File: src/rtl/seg_scan.sv
// seg_scan: six-digit multiplexed 7-segment back end with
// anti-ghost guard, double-buffered frames and alarm blinking.
module seg_scan #(
  parameter int CLK_DIV   = 50000,
  parameter int GUARD     = 16,
  parameter int BLINK_DIV = 250
) (
  input  logic        clk,
  input  logic        rst_n,
  input  logic [47:0] frame,
  input  logic        alarm,
  input  logic        blank,
  output logic [7:0]  seg,
  output logic [5:0]  an,
  output logic        frame_ack
);

  localparam int PW = (CLK_DIV > 1) ? $clog2(CLK_DIV) : 1;
  localparam int SW = (BLINK_DIV > 1) ? $clog2(BLINK_DIV) : 1;
  localparam logic [PW-1:0] PRE_MAX = PW'(CLK_DIV - 1);
  localparam logic [PW-1:0] GRD_N   = PW'(GUARD);
  localparam logic [SW-1:0] BLK_MAX = SW'(BLINK_DIV - 1);

  logic [PW-1:0] r_pre;
  logic [2:0]    r_dig;
  logic [47:0]   r_shadow;
  logic [SW-1:0] r_scan;
  logic          r_blink_ph;

  logic       w_tick;
  logic       w_wrap;
  logic       w_vis;
  logic       w_dark;
  logic [7:0] w_pat;
  logic [5:0] w_an;

  assign w_tick = (r_pre == PRE_MAX);
  assign w_wrap = w_tick && (r_dig == 3'd5);
  // Dropping alarm must relight the display without waiting for a register.
  assign w_vis  = ~alarm | r_blink_ph;
  assign w_dark = (r_pre < GRD_N) | blank | ~w_vis;
  assign w_an   = ~(6'b1 << r_dig);

  always_comb begin
    w_pat = 8'h00;
    unique case (r_dig)
      3'd0:    w_pat = r_shadow[7:0];
      3'd1:    w_pat = r_shadow[15:8];
      3'd2:    w_pat = r_shadow[23:16];
      3'd3:    w_pat = r_shadow[31:24];
      3'd4:    w_pat = r_shadow[39:32];
      3'd5:    w_pat = r_shadow[47:40];
      default: w_pat = 8'h00;
    endcase
  end

  always_ff @(posedge clk or negedge rst_n) begin
    if (!rst_n) begin
      r_pre <= '0;
      r_dig <= 3'd0;
    end else if (w_tick) begin
      r_pre <= '0;
      r_dig <= (r_dig == 3'd5) ? 3'd0 : r_dig + 3'd1;
    end else begin
      r_pre <= r_pre + PW'(1);
    end
  end

  // Shadow only reloads between scans so a scan never mixes two frames.
  always_ff @(posedge clk or negedge rst_n) begin
    if (!rst_n) begin
      r_shadow  <= 48'h0;
      frame_ack <= 1'b0;
    end else begin
      frame_ack <= w_wrap;
      if (w_wrap) r_shadow <= frame;
    end
  end

  always_ff @(posedge clk or negedge rst_n) begin
    if (!rst_n) begin
      r_scan     <= '0;
      r_blink_ph <= 1'b1;
    end else if (!alarm) begin
      r_scan     <= '0;
      r_blink_ph <= 1'b1;
    end else if (w_wrap) begin
      if (r_scan == BLK_MAX) begin
        r_scan     <= '0;
        r_blink_ph <= ~r_blink_ph;
      end else begin
        r_scan <= r_scan + SW'(1);
      end
    end
  end

  always_ff @(posedge clk or negedge rst_n) begin
    if (!rst_n) begin
      seg <= 8'hFF;
      an  <= 6'h3F;
    end else begin
      seg <= ~w_pat;
      an  <= w_dark ? 6'h3F : w_an;
    end
  end

endmodule
File: config.mk
export PLATFORM = sky130hd
export DESIGN_NAME = seg_scan
export DESIGN_NICKNAME = d
export VERILOG_FILES = /design/src/rtl/seg_scan.sv
export SDC_FILE = /design/constraint.sdc
export NUM_CORES = 1
export LEC_CHECK = 0
export BUFFER_PORTS_ARGS = -buffer_cell sky130_fd_sc_hd__buf_2
export CAP_MARGIN = 20
export CORE_ASPECT_RATIO = 0.5
export CORE_MARGIN = 2
export CORE_UTILIZATION = 50
export CTS_CLUSTER_SIZE = 24
export DETAILED_ROUTE_END_ITERATION = 7
export GPL_TIMING_DRIVEN = 0
export PLACE_DENSITY = 0.69
export SLEW_MARGIN = 20
export SYNTH_ARGS = -nofsm -noshare
export SYNTH_HDL_FRONTEND = slang
export SYNTH_SLANG_ARGS = --single-unit
File: constraint.sdc
create_clock -name clk -period 5.5 [get_ports clk]
set_input_delay 1.1 -clock clk [delete_from_list [all_inputs] [get_ports clk]]
set_output_delay 1.1 -clock clk [all_outputs]
set_load 0.005 [all_outputs]
; Yosys cells after proc, flatten, opt, wreduce, memory -nomap -nowiden
; Index checks and enable logic that the tools add are counted.
[word_totals]
wordCells = 43
register_bits = 91
[op_classes]
addsub = 3
bitwise_logic = 8
n_lt_le_gt_ge = 1
n_mux = 10
n_shift = 1
n_reduce_logical = 3
eq_ne = 9
[op_table]
columns = cell, count
row1 = one-hot mux 8 bit (6 select lines), 1
row2 = two-way mux 8 bit, 3
row3 = "adder 16 x 1 -> 16 bit, second input constant", 1
row4 = "equality test 16 bit, second input constant", 1
row5 = "< comparator 16 x 5 -> 1 bit, second input constant", 1
row6 = two-way mux 16 bit, 1
row7 = "adder 8 x 1 -> 8 bit, second input constant", 1
row8 = "equality test 8 bit, second input constant", 1
row9 = inverter 8 bit, 1
row10 = "equality test 3 x 2 -> 1 bit, second input constant", 2
row11 = "equality test 3 bit, second input constant", 2
row12 = two-way mux 6 bit, 1
row13 = inverter 6 bit, 1
row14 = "<< shifter 1 x 3 -> 6 bit, first input constant", 1
row15 = "inequality test 2 x 1 -> 1 bit, second input constant", 2
row16 = "adder 3 x 1 -> 3 bit, second input constant", 1
row17 = "equality test 3 x 1 -> 1 bit, second input constant", 1
row18 = logical NOT 3 bit, 1
row19 = two-way mux 1 bit, 3
row20 = two-way mux 3 bit, 1
row21 = inverter 1 bit, 3
row22 = OR 1 bit, 3
row23 = AND reduction 2 bit, 1
row24 = logical AND 1 bit, 1

; Logic depth before layout (Yosys ltp)
[depth]
depth_word = 5
mapped_depth = 8
mapped_depth_nobuf = 6

; Least setup slack after synthesis
; No wires, ideal clock.
[synth_timing]
path_type = register to register
startpoint = register r_pre[0]
endpoint = register r_shadow[31]
path_stages_with_launch = 7
slack_ns = 3.671
period_less_slack_ns = 1.829
arrival_time_ns = 1.704
cell_sequence = dfrtp_1 ha_1 and4_1 nand4_4 nor2_8 buf_6 mux2_2
[synth_between]
elab_chain_len = 2
[synth_rtl]
columns = element, line_no
row1 = from (decl), 24  ; logic [PW-1:0] r_pre;
row2 = from (signal assigned), 65  ; r_pre <= r_pre + PW'(1);
row3 = equality test 16 bit, 37  ; assign w_tick = (r_pre == PRE_MAX);
row4 = logical AND 1 bit, 38  ; assign w_wrap = w_tick && (r_dig == 3'd5);
row5 = to (signal assigned), 76  ; if (w_wrap) r_shadow <= frame;
row6 = to (decl), 26  ; logic [47:0] r_shadow;
; No other way between the ends.
; A chain may end at the register's enable or synchronous reset.

; Worst setup path in the final report
[layout_timing]
startpoint = register r_dig[0]
endpoint = register seg[2]
[layout_between]
elab_chain_len = 3
word_cells_on_any_way = 8
cone_classes = eq/ne (5) / mux (1) / bitwise (1) / reduce/logical (1)
[layout_rtl]
columns = element, line_no
row1 = from (decl), 25  ; logic [2:0] r_dig;
row2 = from (signal assigned), 63  ; r_dig <= (r_dig == 3'd5) ? 3'd0 : r_dig + 3'd1;
row3 = equality test 3 bit (tied with other cells), 46  ; unique case (r_dig)
row4 = one-hot mux 8 bit (6 select lines) (*), 46
row5 = inverter 8 bit (*), 102  ; seg <= ~w_pat;
row6 = to (signal assigned), 102
row7 = to (decl), 13  ; output logic [7:0] seg,
; Mark *: on every way between the ends. The rest lies on a longest branch, timed or not.

==> results.cfg <==
[outcome]
status = finished, final reports clean

[finish]
final_cell_mix = dfrtp_1, buf_2, mux2_2
nFillCells = 666
fin_area_mm2 = 0.004923
nNetsFinal = 464
drive_gt1_share_pct = 35.35
layout_commonest_cell = dfrtp_1
ff_latch_area_mm2 = 0.002296
area_growth_pct = 19.60
multi_input_area_mm2 = 0.001685
diodes = 0

[critical_path]
startpoint_type = flip-flop
cp.arrival_ns = 2.48
r2r_slack_ns = 3.30
path_class = reg -> reg
rr_endpoint = seg[2]
crit_path_end_kind = flip-flop
r2r_cells = 7
timing.rr.start = r_dig[0]
worst-path-max-fanout = 10
crit_required_ns = 5.78
worstSetupStartpoint = r_dig[0]

[yosys]
synth_nets = 386
synth_cell_types = 56
synth_top_family_by_area = multiplexers
synthesis.area_mm2 = 0.004116
syn_inst = 330
yosys.area_share.simple_pct = 13.22
synthFlopType = dfrtp_1
synth_xor_area_share_pct = 2.979
ys_warn_count = 0
synth-compound-area-share_pct = 8.267
ys_seq_area_share_pct = 55.78
synthMuxAreaShare_pct = 15.14
synthAdderAreaFrac_pct = 1.216
synth_edf_count = 0
async_flop_share_pct = 100.0
synth_seq_cells = 91
syn_avg_cell_area_um2 = 12.47

[grt]
antenna_found_initial = 0
grt_pass1_wl_mm = 14.60
grt_pass1_vias = 2877
overflow = 0
grt_start_max_net_pins = 48
grt.total_usage_pct = 21.62

[sta]
slew_headroom_pct = 52.98
skew_ns = 0.007809
setup_viol = 0
fin_crit_ns = 2.199
finalSetupTns_ns = 0
hold_viol = 0
timing.fmax_ghz = 0.4547
finalCritPeriodShare_pct = 39.98
worst_slew_pin_slew_ns = 0.7022
drv_slew = 0
rsz0062_at_grt = false

[floorplanning]
rows = 23
initial_core_util_pct = 51.45
ios = 67
die_h_um = 68.16
core_mm2 = 0.008000
die-area_mm2 = 0.009019
die_w_um = 132.3

[cts]
post_cts_buffers = 0
clk_latency_ns = 0.35
cts_max_level = 3
post_cts_resized = 0
clk_path_buf_depth = 2
clkTransAtPathRegs_ns = 0.06
cts_buffers = 9
clock_sinks = 91
cts_tree = yes
root_buffer = clkbuf_16
ctsHoldBuffers = 0

[routing]
drt_iter0_drc = 144
drt-total-wl_mm = 9.109
wl_met1_mm = 4.165
vias = 2858
dr.max_layer_used = met4
route.met3.wl_um = 431
wl_per_cell_um = 17.35
dr_wl_met2_mm = 4.404
postRouteAntennaNets = 0
drtPass1Iterations = 4
via_per_inst = 5.444
drcViolationCount = 0

[hold_path]
min_to = r_pre[0]
hold_class = reg -> reg
worstHoldPathCells = 1
worstHoldStart = r_pre[0]

[pwr]
p_total_mw = 1.333
ir_drop_mv = 0.1544
powerDensity_mw_per_mm2 = 270.7
p_leak_nw = 2.301

[job]
drv_cap = 0

[place]
io_buffers = 66
dp_hpwl_mm = 6.411
dpl_cell_area_mm2 = 0.004622
gp_congestion = 0.8218
==> final cells by class <==
type / count / area share, %
Multi-Input combinational cell: 214 / 34.23
Clock buffer: 14 / 5.362
Sequential cell: 91 / 46.63
Buffer: 17 / 2.236
Inverter: 8 / 0.6099
Clock inverter: 2 / 0.7624
Timing Repair Buffer: 67 / 7.319
Tap cell: 112 / 2.846
==> state kept, by name, summed over array words and instances, names as in the netlist <==
signal and count:
frame_ack 1, seg 8, r_dig 3, r_scan 8, r_shadow 48, an 6, r_pre 16, r_blink_ph 1
==> routing by layer <==
layer,track usage (%),up-vias
met4,6.183,0
met3,6.815,9
li1,-,1353
met2,37.24,64
met1,26.97,1432
met5,0,-
==> worst max-delay path, cell delays in order, from the launching register on <==
cell and delay (ns):
dfrtp_1 0.35, buf_2 0.23, buf_1 0.43, and2_1 0.20, ha_1 0.13, clkbuf_1 0.42
a222oi_1 0.22, o21a_1 0.16
==> logic make-up (layout without fill, tap and decap cells) <==
group	Yosys count	after routing
buffers and inverters	25	108
adders and majority gates	4	4
muxes	56	56
DFF	91	91
AOI/OAI and AO/OA	47	47
and+or+nand+nor	93	93
xor gates and xnor gates	14	14
==> metrics by stage <==
step | utilization, % | std cells | setup WS (ns) | hold WS [ns]
after CTS | 61.54 | 525 | 3.294 | 0.4644
after floorplan | - | 330 | 3.671 | 0.4243
after global routing | 61.54 | 525 | 3.040 | 0.4863
after detailed placement | 57.77 | 509 | 3.307 | 0.4562
final | 61.54 | 525 | 3.301 | 0.4594
after global placement | 57.34 | 508 | 2.634 | 0.4392
==> cells in the mapped netlist, types with 2 or more instances <==
master / count / area [µm²]
inv_1: 8 / 30.03
buf_6: 5 / 56.30
mux2i_1: 6 / 60.06
and2_1: 4 / 25.02
nor2_1: 23 / 86.33
xnor2_1: 9 / 78.83
a222oi_1: 6 / 60.06
a31oi_1: 2 / 12.51
mux2_1: 19 / 214.0
and3_1: 3 / 18.77
a22oi_1: 5 / 37.54
nand3_1: 13 / 65.06
nand4_1: 3 / 18.77
a21oi_1: 11 / 55.05
dfstp_2: 15 / 394.1
nand3b_1: 3 / 22.52
xor2_1: 5 / 43.79
clkbuf_1: 5 / 18.77
dfrtp_1: 76 / 1902
o21ai_0: 4 / 20.02
o21a_1: 6 / 45.04
buf_1: 2 / 7.510
and4_1: 4 / 35.03
o31ai_1: 2 / 15.01
buf_2: 3 / 15.01
ha_1: 4 / 50.05
nor3_1: 5 / 25.02
nand2_1: 17 / 63.81
nand4b_1: 2 / 17.52
nor2b_1: 4 / 25.02
mux2_2: 31 / 349.1
==> where the power goes <==
| part | internal [mW] | total [mW] | switching [mW] |
|---|---|---|---|
| sequential | 0.671 | 0.671 | 0.0000664 |
| clock | 0.377 | 0.624 | 0.247 |
| combinational | 0.0162 | 0.0381 | 0.0219 |
| total | 1.06 | 1.33 | 0.269 |
==> how the worst max path moves through the flow <==
stage | endpoint | slack [ns] | cells past startpoint
after global routing | seg[0] | 3.04 | 8
final | seg[2] | 3.30 | 7
after floorplan | r_shadow[31] | 3.67 | 6
after CTS | seg[2] | 3.29 | 7
after detailed placement | seg[2] | 3.31 | 7
after global placement | r_shadow[21] | 2.63 | 1
(Power assumes the default switching activity.)
